`src/rtl/poly_eval_scheduler_pkg.sv`:
```
// -----------------------------------------------------------------------------
// poly_sched_pkg
//   Shared definitions for the polynomial datapath scheduler:
//   - state_t     : scheduler FSM states (load phase, compute phase, response)
//   - SEL_*       : datapath ALU operand select codes
//   - ALU_*       : datapath ALU operation codes
//   - OFF_*       : bit offsets of the 8-bit fields inside a packed job bundle
//   - op_field()  : extracts one 8-bit field from a packed job bundle
// -----------------------------------------------------------------------------
package poly_sched_pkg;

    localparam int DATA_W = 8;
    localparam int OPND_W = 32;

    typedef enum logic [3:0] {
        IDLE   = 4'd0,
        LOAD_A = 4'd1,
        LOAD_B = 4'd2,
        LOAD_C = 4'd3,
        LOAD_X = 4'd4,
        CYC0   = 4'd5,
        CYC1   = 4'd6,
        CYC2   = 4'd7,
        CYC3   = 4'd8,
        CYC4   = 4'd9,
        RESP   = 4'd10
    } state_t;

    // ALU operand select codes understood by the datapath
    localparam logic [1:0] SEL_A = 2'b00;
    localparam logic [1:0] SEL_B = 2'b01;
    localparam logic [1:0] SEL_C = 2'b10;
    localparam logic [1:0] SEL_X = 2'b11;

    // ALU operation codes
    localparam logic ALU_ADD = 1'b0;
    localparam logic ALU_MUL = 1'b1;

    // Job bundle packing: {x[31:24], C[23:16], B[15:8], A[7:0]}
    localparam int OFF_A = 0;
    localparam int OFF_B = 8;
    localparam int OFF_C = 16;
    localparam int OFF_X = 24;

    function automatic logic [DATA_W-1:0] op_field(input logic [OPND_W-1:0] ops,
                                                   input int              off);
        return ops[off +: DATA_W];
    endfunction

endpackage

```
`src/rtl/poly_eval_scheduler_if.sv`:
```
// -----------------------------------------------------------------------------
// poly_eval_scheduler_if
//   Bundles every bus the scheduler talks over:
//   - two job request channels (req0_*, req1_*), 32-bit packed operands
//   - one result response channel (resp_*), 8-bit data plus requester id
//   - the control/observation lines of the shared polynomial datapath (dp_*)
//
//   Handshake rule used on every channel: a transfer happens on a rising clock
//   edge where valid and ready are both high. The source keeps valid high and
//   its payload stable until that edge; ready may depend combinationally on
//   valid; after the transfer the source may drop valid or present new data.
//
//   Modports:
//   - slave  : the scheduler's view (accepts jobs, produces responses,
//              drives the datapath controls, reads the datapath result)
//   - master : the surrounding system's view (requesters, consumer, datapath)
// -----------------------------------------------------------------------------
interface poly_eval_scheduler_if;

    // request channel 0
    logic        req0_valid;
    logic [31:0] req0_operands;
    logic        req0_ready;

    // request channel 1
    logic        req1_valid;
    logic [31:0] req1_operands;
    logic        req1_ready;

    // response channel
    logic        resp_valid;
    logic        resp_id;
    logic [7:0]  resp_data;
    logic        resp_ready;

    // datapath control and observation
    logic [7:0]  dp_data_in;
    logic        dp_ld_a;
    logic        dp_ld_b;
    logic        dp_ld_c;
    logic        dp_ld_x;
    logic        dp_ld_r;
    logic        dp_ld_alu_out;
    logic [1:0]  dp_alu_select_a;
    logic [1:0]  dp_alu_select_b;
    logic        dp_alu_op;
    logic [7:0]  dp_result;

    modport slave (
        input  req0_valid, req0_operands,
        output req0_ready,
        input  req1_valid, req1_operands,
        output req1_ready,
        output resp_valid, resp_id, resp_data,
        input  resp_ready,
        output dp_data_in, dp_ld_a, dp_ld_b, dp_ld_c, dp_ld_x, dp_ld_r,
        output dp_ld_alu_out, dp_alu_select_a, dp_alu_select_b, dp_alu_op,
        input  dp_result
    );

    modport master (
        output req0_valid, req0_operands,
        input  req0_ready,
        output req1_valid, req1_operands,
        input  req1_ready,
        input  resp_valid, resp_id, resp_data,
        output resp_ready,
        input  dp_data_in, dp_ld_a, dp_ld_b, dp_ld_c, dp_ld_x, dp_ld_r,
        input  dp_ld_alu_out, dp_alu_select_a, dp_alu_select_b, dp_alu_op,
        output dp_result
    );

endinterface

```
`src/rtl/poly_eval_scheduler_rr_arbiter_2.sv`:
```
// -----------------------------------------------------------------------------
// rr_arbiter_2
//   Two-way arbiter with a one-bit round-robin pointer.
//   Ports:
//   - clk, reset : clock, synchronous active-high reset (pointer -> req0)
//   - valid[1:0] : request lines, bit N = requester N
//   - enable     : grants are only produced while high
//   - advance    : a grant was consumed this cycle; pointer moves away from
//                  the requester that was just served
//   - grant[1:0] : one-hot grant (or zero), combinational
//   Parameter FIXED_PRIORITY: 0 = pointer breaks ties, 1 = req0 wins ties.
// -----------------------------------------------------------------------------
module rr_arbiter_2 #(
    parameter int FIXED_PRIORITY = 0
) (
    input  logic       clk,
    input  logic       reset,
    input  logic [1:0] valid,
    input  logic       enable,
    input  logic       advance,
    output logic [1:0] grant
);

    // ptr == 0 means requester 0 is favoured on a tie
    logic ptr;

    always_comb begin
        grant = 2'b00;
        if (enable) begin
            case (valid)
                2'b01:   grant = 2'b01;
                2'b10:   grant = 2'b10;
                2'b11:   grant = ((FIXED_PRIORITY != 0) || !ptr) ? 2'b01 : 2'b10;
                default: grant = 2'b00;
            endcase
        end
    end

    // After serving requester 0 favour requester 1, and vice versa.
    always_ff @(posedge clk) begin
        if (reset) begin
            ptr <= 1'b0;
        end else if (advance) begin
            ptr <= grant[0];
        end
    end

endmodule

```
`src/rtl/poly_eval_scheduler.sv`:
```
// -----------------------------------------------------------------------------
// poly_eval_scheduler
//   Shares one external polynomial datapath between two requesters. An
//   accepted job (packed {x, C, B, A}) is loaded into the datapath over four
//   cycles, then a five-step compute sequence produces
//   R = A*x^2 + B*x + C (mod 256), which is returned with the requester id.
//   Accept at cycle T gives resp_valid at T+10.
//
//   Ports:
//   - clk, reset : clock, synchronous active-high reset (job in flight dropped)
//   - bus        : slave modport of poly_eval_scheduler_if (requests,
//                  response, datapath controls and datapath result)
//   - busy       : high in every state except IDLE
//   - jobs_done  : completed response handshakes, wraps at 2^CNT_W
//   - dbg_state  : current FSM state, for observation
//
//   Parameters:
//   - FIXED_PRIORITY : 0 = round-robin, 1 = req0 wins ties
//   - CNT_W          : width of jobs_done
// -----------------------------------------------------------------------------
module poly_eval_scheduler
    import poly_sched_pkg::*;
#(
    parameter int FIXED_PRIORITY = 0,
    parameter int CNT_W          = 16
) (
    input  logic                clk,
    input  logic                reset,
    poly_eval_scheduler_if.slave bus,
    output logic                busy,
    output logic [CNT_W-1:0]    jobs_done,
    output state_t              dbg_state
);

    state_t              state;
    state_t              state_next;
    logic [OPND_W-1:0]   ops_q;
    logic                id_q;
    logic [1:0]          grant;
    logic                accept0;
    logic                accept1;
    logic                accept;
    logic                resp_fire;

    // ------------------------------------------------------------------
    // Arbitration: grants exist only in IDLE, so ready is never raised
    // while a job is in flight and at most one ready is high at a time.
    // ------------------------------------------------------------------
    rr_arbiter_2 #(
        .FIXED_PRIORITY (FIXED_PRIORITY)
    ) u_arb (
        .clk     (clk),
        .reset   (reset),
        .valid   ({bus.req1_valid, bus.req0_valid}),
        .enable  (state == IDLE),
        .advance (accept),
        .grant   (grant)
    );

    assign bus.req0_ready = (state == IDLE) && grant[0];
    assign bus.req1_ready = (state == IDLE) && grant[1];

    assign accept0   = bus.req0_valid && bus.req0_ready;
    assign accept1   = bus.req1_valid && bus.req1_ready;
    assign accept    = accept0 || accept1;
    assign resp_fire = (state == RESP) && bus.resp_ready;

    assign busy      = (state != IDLE);
    assign dbg_state = state;

    // ------------------------------------------------------------------
    // State register
    // ------------------------------------------------------------------
    always_ff @(posedge clk) begin
        if (reset) begin
            state <= IDLE;
        end else begin
            state <= state_next;
        end
    end

    // ------------------------------------------------------------------
    // Job capture: the bundle is held here for the whole load phase so the
    // requester is free to move on as soon as it is accepted.
    // ------------------------------------------------------------------
    always_ff @(posedge clk) begin
        if (reset) begin
            ops_q <= '0;
            id_q  <= 1'b0;
        end else if (accept) begin
            ops_q <= accept1 ? bus.req1_operands : bus.req0_operands;
            id_q  <= accept1;
        end
    end

    // ------------------------------------------------------------------
    // Completed-job counter, counts response handshakes only
    // ------------------------------------------------------------------
    always_ff @(posedge clk) begin
        if (reset) begin
            jobs_done <= '0;
        end else if (resp_fire) begin
            jobs_done <= jobs_done + 1'b1;
        end
    end

    // ------------------------------------------------------------------
    // Next-state logic
    // ------------------------------------------------------------------
    always_comb begin
        state_next = state;
        case (state)
            IDLE:    if (accept) state_next = LOAD_A;
            LOAD_A:  state_next = LOAD_B;
            LOAD_B:  state_next = LOAD_C;
            LOAD_C:  state_next = LOAD_X;
            LOAD_X:  state_next = CYC0;
            CYC0:    state_next = CYC1;
            CYC1:    state_next = CYC2;
            CYC2:    state_next = CYC3;
            CYC3:    state_next = CYC4;
            CYC4:    state_next = RESP;
            RESP:    if (bus.resp_ready) state_next = IDLE;
            default: state_next = IDLE;
        endcase
    end

    // ------------------------------------------------------------------
    // Per-state datapath controls and response outputs.
    // Compute sequence (Horner-like, all 8-bit truncating in the datapath):
    //   CYC0: A <= X*A      (A*x)
    //   CYC1: A <= X*A      (A*x^2)
    //   CYC2: B <= X*B      (B*x)
    //   CYC3: B <= A+B      (A*x^2 + B*x)
    //   CYC4: R <= B+C
    // ------------------------------------------------------------------
    always_comb begin
        bus.dp_data_in      = '0;
        bus.dp_ld_a         = 1'b0;
        bus.dp_ld_b         = 1'b0;
        bus.dp_ld_c         = 1'b0;
        bus.dp_ld_x         = 1'b0;
        bus.dp_ld_r         = 1'b0;
        bus.dp_ld_alu_out   = 1'b0;
        bus.dp_alu_select_a = SEL_A;
        bus.dp_alu_select_b = SEL_A;
        bus.dp_alu_op       = ALU_ADD;
        bus.resp_valid      = 1'b0;
        bus.resp_id         = 1'b0;
        bus.resp_data       = '0;
        case (state)
            LOAD_A: begin
                bus.dp_ld_a    = 1'b1;
                bus.dp_data_in = op_field(ops_q, OFF_A);
            end
            LOAD_B: begin
                bus.dp_ld_b    = 1'b1;
                bus.dp_data_in = op_field(ops_q, OFF_B);
            end
            LOAD_C: begin
                bus.dp_ld_c    = 1'b1;
                bus.dp_data_in = op_field(ops_q, OFF_C);
            end
            LOAD_X: begin
                bus.dp_ld_x    = 1'b1;
                bus.dp_data_in = op_field(ops_q, OFF_X);
            end
            CYC0, CYC1: begin
                bus.dp_ld_alu_out   = 1'b1;
                bus.dp_ld_a         = 1'b1;
                bus.dp_alu_select_a = SEL_X;
                bus.dp_alu_select_b = SEL_A;
                bus.dp_alu_op       = ALU_MUL;
            end
            CYC2: begin
                bus.dp_ld_alu_out   = 1'b1;
                bus.dp_ld_b         = 1'b1;
                bus.dp_alu_select_a = SEL_X;
                bus.dp_alu_select_b = SEL_B;
                bus.dp_alu_op       = ALU_MUL;
            end
            CYC3: begin
                bus.dp_ld_alu_out   = 1'b1;
                bus.dp_ld_b         = 1'b1;
                bus.dp_alu_select_a = SEL_A;
                bus.dp_alu_select_b = SEL_B;
                bus.dp_alu_op       = ALU_ADD;
            end
            CYC4: begin
                bus.dp_ld_r         = 1'b1;
                bus.dp_alu_select_a = SEL_B;
                bus.dp_alu_select_b = SEL_C;
                bus.dp_alu_op       = ALU_ADD;
            end
            RESP: begin
                // The datapath result register is untouched while waiting
                // here, so the response stays stable under backpressure.
                bus.resp_valid = 1'b1;
                bus.resp_id    = id_q;
                bus.resp_data  = bus.dp_result;
            end
            default: ;
        endcase
    end

endmodule

```
`src/flat_wrapper.sv`:
```
// flat-port wrapper written by rule: the top's interface ports become plain ports
module poly_eval_scheduler_flat import poly_sched_pkg::*;
#(
    parameter int FIXED_PRIORITY = 0,
    parameter int CNT_W          = 16
)
  (clk, reset, busy, jobs_done, dbg_state, bus_req0_valid, bus_req0_operands, bus_req0_ready, bus_req1_valid, bus_req1_operands, bus_req1_ready, bus_resp_valid, bus_resp_id, bus_resp_data, bus_resp_ready, bus_dp_data_in, bus_dp_ld_a, bus_dp_ld_b, bus_dp_ld_c, bus_dp_ld_x, bus_dp_ld_r, bus_dp_ld_alu_out, bus_dp_alu_select_a, bus_dp_alu_select_b, bus_dp_alu_op, bus_dp_result);
  poly_eval_scheduler_if bus_i ();
  input  logic clk;
  input  logic reset;
  output logic busy;
  output logic [CNT_W-1:0] jobs_done;
  output state_t dbg_state;
  input wire logic [$bits(bus_i.req0_valid)-1:0] bus_req0_valid;
  input wire logic [$bits(bus_i.req0_operands)-1:0] bus_req0_operands;
  output wire logic [$bits(bus_i.req0_ready)-1:0] bus_req0_ready;
  input wire logic [$bits(bus_i.req1_valid)-1:0] bus_req1_valid;
  input wire logic [$bits(bus_i.req1_operands)-1:0] bus_req1_operands;
  output wire logic [$bits(bus_i.req1_ready)-1:0] bus_req1_ready;
  output wire logic [$bits(bus_i.resp_valid)-1:0] bus_resp_valid;
  output wire logic [$bits(bus_i.resp_id)-1:0] bus_resp_id;
  output wire logic [$bits(bus_i.resp_data)-1:0] bus_resp_data;
  input wire logic [$bits(bus_i.resp_ready)-1:0] bus_resp_ready;
  output wire logic [$bits(bus_i.dp_data_in)-1:0] bus_dp_data_in;
  output wire logic [$bits(bus_i.dp_ld_a)-1:0] bus_dp_ld_a;
  output wire logic [$bits(bus_i.dp_ld_b)-1:0] bus_dp_ld_b;
  output wire logic [$bits(bus_i.dp_ld_c)-1:0] bus_dp_ld_c;
  output wire logic [$bits(bus_i.dp_ld_x)-1:0] bus_dp_ld_x;
  output wire logic [$bits(bus_i.dp_ld_r)-1:0] bus_dp_ld_r;
  output wire logic [$bits(bus_i.dp_ld_alu_out)-1:0] bus_dp_ld_alu_out;
  output wire logic [$bits(bus_i.dp_alu_select_a)-1:0] bus_dp_alu_select_a;
  output wire logic [$bits(bus_i.dp_alu_select_b)-1:0] bus_dp_alu_select_b;
  output wire logic [$bits(bus_i.dp_alu_op)-1:0] bus_dp_alu_op;
  input wire logic [$bits(bus_i.dp_result)-1:0] bus_dp_result;
  assign bus_i.req0_valid = bus_req0_valid;
  assign bus_i.req0_operands = bus_req0_operands;
  assign bus_req0_ready = bus_i.req0_ready;
  assign bus_i.req1_valid = bus_req1_valid;
  assign bus_i.req1_operands = bus_req1_operands;
  assign bus_req1_ready = bus_i.req1_ready;
  assign bus_resp_valid = bus_i.resp_valid;
  assign bus_resp_id = bus_i.resp_id;
  assign bus_resp_data = bus_i.resp_data;
  assign bus_i.resp_ready = bus_resp_ready;
  assign bus_dp_data_in = bus_i.dp_data_in;
  assign bus_dp_ld_a = bus_i.dp_ld_a;
  assign bus_dp_ld_b = bus_i.dp_ld_b;
  assign bus_dp_ld_c = bus_i.dp_ld_c;
  assign bus_dp_ld_x = bus_i.dp_ld_x;
  assign bus_dp_ld_r = bus_i.dp_ld_r;
  assign bus_dp_ld_alu_out = bus_i.dp_ld_alu_out;
  assign bus_dp_alu_select_a = bus_i.dp_alu_select_a;
  assign bus_dp_alu_select_b = bus_i.dp_alu_select_b;
  assign bus_dp_alu_op = bus_i.dp_alu_op;
  assign bus_i.dp_result = bus_dp_result;
  poly_eval_scheduler #(.FIXED_PRIORITY(FIXED_PRIORITY), .CNT_W(CNT_W)) u_core (.clk(clk), .reset(reset), .bus(bus_i), .busy(busy), .jobs_done(jobs_done), .dbg_state(dbg_state));
endmodule
```
`config.mk`:
```
export PLATFORM = sky130hd
export DESIGN_NAME = poly_eval_scheduler_flat
export DESIGN_NICKNAME = d
export VERILOG_FILES = /design/src/rtl/poly_eval_scheduler_pkg.sv /design/src/rtl/poly_eval_scheduler_if.sv /design/src/rtl/poly_eval_scheduler_rr_arbiter_2.sv /design/src/rtl/poly_eval_scheduler.sv /design/src/flat_wrapper.sv
export SDC_FILE = /design/constraint.sdc
export NUM_CORES = 1
export LEC_CHECK = 0
export BUFFER_PORTS_ARGS = -buffer_cell sky130_fd_sc_hd__buf_2
export CELL_PAD_IN_SITES_DETAIL_PLACEMENT = 1
export CELL_PAD_IN_SITES_GLOBAL_PLACEMENT = 2
export CORE_UTILIZATION = 23
export DETAILED_ROUTE_END_ITERATION = 10
export HOLD_SLACK_MARGIN = 0.1
export PLACE_DENSITY_LB_ADDON = 0.1
export SETUP_SLACK_MARGIN = 0.1
export SLEW_MARGIN = 5
export SYNTH_ARGS = -nofsm -noshare
export SYNTH_HDL_FRONTEND = slang
export SYNTH_SLANG_ARGS = --single-unit
```
`constraint.sdc`:
```
create_clock -name clk -period 1.6 [get_ports clk]
set_input_delay 0.08 -clock clk [delete_from_list [all_inputs] [get_ports clk]]
set_output_delay 0.08 -clock clk [all_outputs]
set_load 0.005 [all_outputs]
```
==> impl_metrics.toml <==
[status]
status = "finished, violations left"
violations = "setup timing"

[drt]
ant_nets = 0
via_count = 3645
initialDrtViolationCount = 75
wirelength_mm = 13.21
via_per_inst = 4.596
wire_per_inst_um = 16.66
drc_errors = 0
firstDrtPassIters = 4

[finish]
syn_to_final_growth_pct = 104.4
finalNonFillerCells = 793
regArea_mm2 = 0.001104
fin_util = 0.4835
antenna_cells = 0
finalNetCount = 698
multi_input_area_mm2 = 0.002183
drive_gt1_frac = 0.5556
fill_cells = 1463

[worst_setup_path]
critPathRequiredTime_ps = 1520
cp.arrival_ps = 1580
r2r_cells = 8
cpPeakStageDelay_ps = 370
reg2reg_slack_ps = -30
timing.rr.start = "u_core.dbg_state[0]"
slowest_stage = "dfxtp_4"
cp_num_cells = 7
timing.rr.end = "u_core.ops_q[15]"
path_max_fanout = 5
endpoint_kind = "primary output"
crit_type = "flip-flop to primary output"
path_cells = "buf_8 -> nand2b_4 -> nor3_4 -> buf_6 -> nand2_2 -> o21ai_2 -> buf_2"
crit_family = "simple AND/OR/NAND/NOR gates"
worstSetupEndpoint = "bus_dp_data_in[7]"
worstSetupStartpointType = "flip-flop"
path_buf_inv = 3
crit_start = "u_core.dbg_state[3]"

[power_and_ir_drop]
pwr-share-clk = 0.308
p_per_area_mw_per_mm2 = 778.2
switching_power_uw = 1396
leakage_uw = 0.002737
p_seq_frac = 0.338
sw_frac_of_total = 0.2940
cellInternalPower_uw = 3353
combPwrFrac = 0.353
vdd_drop_max_mv = 0.4930

[logic_synthesis]
async_flop_share = 0
synth_cells = 370
synth-seq-cells = 54
synth_top_area_cell = "dfxtp_1"
synth_cell_types = 44
synth_warnings = 0
yosys-top-cells-area = "dfxtp_1 (36%), nand2_1 (10%), a311oi_2 (9.6%)"
syn-num-nets = 448
seq_area_frac_synth = 0.3621
synth_top_area_frac = 0.3621
syn_area_per_cell_um2 = 8.069
synth.most_common_cell = "nand2_1"
synth-edff-count = 0
syn_area_mm2 = 0.002985
synth_flop_cell = "dfxtp_1"
synth_common_cells = "nand2_1 (83), dfxtp_1 (54), nor2_1 (49)"

[grt]
grt-ovfl-total = 0
grt_pass1_wl_mm = 19.80
grt_max_degree = 34
grt_antenna_before_repair = 0
grt_pass1_vias = 3791
grt_use_total = 0.1938

[place]
port_buffers = 128
hpwl_mm = 8.412
dp_cells = 678
gp_congestion = 0.7551

[clock_network]
cts_tree = "built"
clk_pin_slew_worst_paths_ps = 70
insertion_delay_ps = 300
h-tree-depth = 2
cts_made_buffers = 5
clock_sinks = 54
root_buffer = "clkbuf_16"
cts_buffer_depth = 2

[floorplan]
die-area_mm2 = 0.01344
rows = 41
die_w_um = 115.9
io_pins = 129
fp.dieH_um = 115.9
coreArea_mm2 = 0.01262
start_util = 0.2366

[timing]
finalWorstPathRequiredPeriod_ps = 1661
setup_violations = 19
hold_violations = 0
max_slew_margin = 0.6268
worst_slack_ps = -60.60
rsz0062_at_grt = "true"
worst_slew_pin_slew_ps = 559.8
maxSlewViolCount = 0
finalClockSkew_ps = 6.275
fmax_mhz = 602.2
period_share = 1.038

[min_path]
hp-class = "input port to flip-flop"
holdCritStartpoint = "bus_resp_ready"

[flow_run]
drv_cap = 0
==> power groups by stage <==
| stage | clock network (µW) | logic, µW | registers, µW |
|---|---|---|---|
| after floorplan | 0 | 601 | 1560 |
| after global placement | 0 | 903 | 1610 |
| after detailed placement | 0 | 919 | 1610 |
| after CTS | 1520 | 1510 | 1590 |
| after global routing | 1560 | 1810 | 1620 |
| final | 1460 | 1680 | 1610 |
==> sequential cells by signal (all words and copies together), names as in the netlist <==
| register | cells |
|---|---|
| u_core.jobs_done | 16 |
| u_core.id_q | 1 |
| u_core.dbg_state | 4 |
| u_core.u_arb.ptr | 1 |
| u_core.ops_q | 32 |
==> layer usage <==
metal,track usage,wire [µm],vias up
li1,-,-,1808
met1,0.2403,5807,1743
met2,0.3536,6760,84
met3,0.02458,468,10
met4,0.04615,172,0
met5,0,0,-
==> worst register-to-register path, stage by stage, from the launching register on <==
cell and delay, ps:
dfxtp_4 370, nor4_4 280, buf_4 170, nand3_4 90
clkinv_4 90, buf_6 120, clkbuf_16 160, nand2_1 70
a311oi_2 210
==> cells in the final DEF, fill, tap and decap left out, drive strengths merged, types with 3 or more instances in the layout <==
master / n
o31ai: 4
nor2b: 5
clkbuf: 8
dfxtp: 54
a21oi: 15
o21ai: 9
xor2: 7
mux2i: 8
nand2b: 3
a311oi: 32
nor3: 3
a22oi: 3
or4: 4
dlygate4sd3: 65
nor4: 4
nand2: 83
buf: 204
xnor2: 3
nor2: 49
nand3: 8
and2: 9
or2: 5
o32ai: 3
inv: 9
nand4: 4
==> kinds of logic after synthesis <==
kind of cell / synth area share
flip-flops: 0.3621
AND/OR/NAND/NOR: 0.2921
AO/OA/AOI/OAI: 0.2146
adder cells (fa/ha/maj): 0.004190
XOR/XNOR: 0.02934
multiplexers: 0.03060
buffers and inverters: 0.06705
==> timing repair <==
action | 4_1_cts | 5_1_grt
hold buffers | 65 | 0
setup buffers | 25 | 8
endpoints found under the setup margin | 70 | 82
endpoints found under the hold margin | 33 | 0
gates resized for setup | 102 | 84
pin swaps | 36 | 37
cloned | 9 | 2
==> layout make-up <==
class | count | share of cell area
Timing Repair Buffer | 272 | 0.3849
Clock buffer | 6 | 0.02276
Clock inverter | 2 | 0.009842
Inverter | 11 | 0.008612
Sequential cell | 54 | 0.1808
Multi-Input combinational cell | 276 | 0.3578
Tap cell | 172 | 0.03527
==> metrics by stage <==
stage	area, µm²	hold slack, ps	power, µW	worst slack, ps	TNS, ps
2_1_floorplan	3037	239.0	2161	20.44	0
3_3_place_gp	4031	355.7	2512	3.183	0
3_5_place_dp	4031	359.9	2528	-48.62	-71.02
4_1_cts	5710	185.8	4621	-56.97	-783.3
5_1_grt	6102	192.4	4984	-130.4	-4091
6_report	6102	168.9	4749	-60.60	-416.8
==> worst min path at each step <==
| stage | slack [ps] | depth (start not counted) | endpoint |
|---|---|---|---|
| after floorplan | 240 | 2 | u_core.ops_q[3] |
| after global placement | 360 | 3 | u_core.ops_q[17] |
| after detailed placement | 360 | 3 | u_core.ops_q[17] |
| after CTS | 190 | 4 | u_core.jobs_done[2] |
| after global routing | 190 | 4 | u_core.jobs_done[2] |
| final | 170 | 4 | u_core.jobs_done[2] |
No activity file was read; power rests on OpenSTA's default activity.
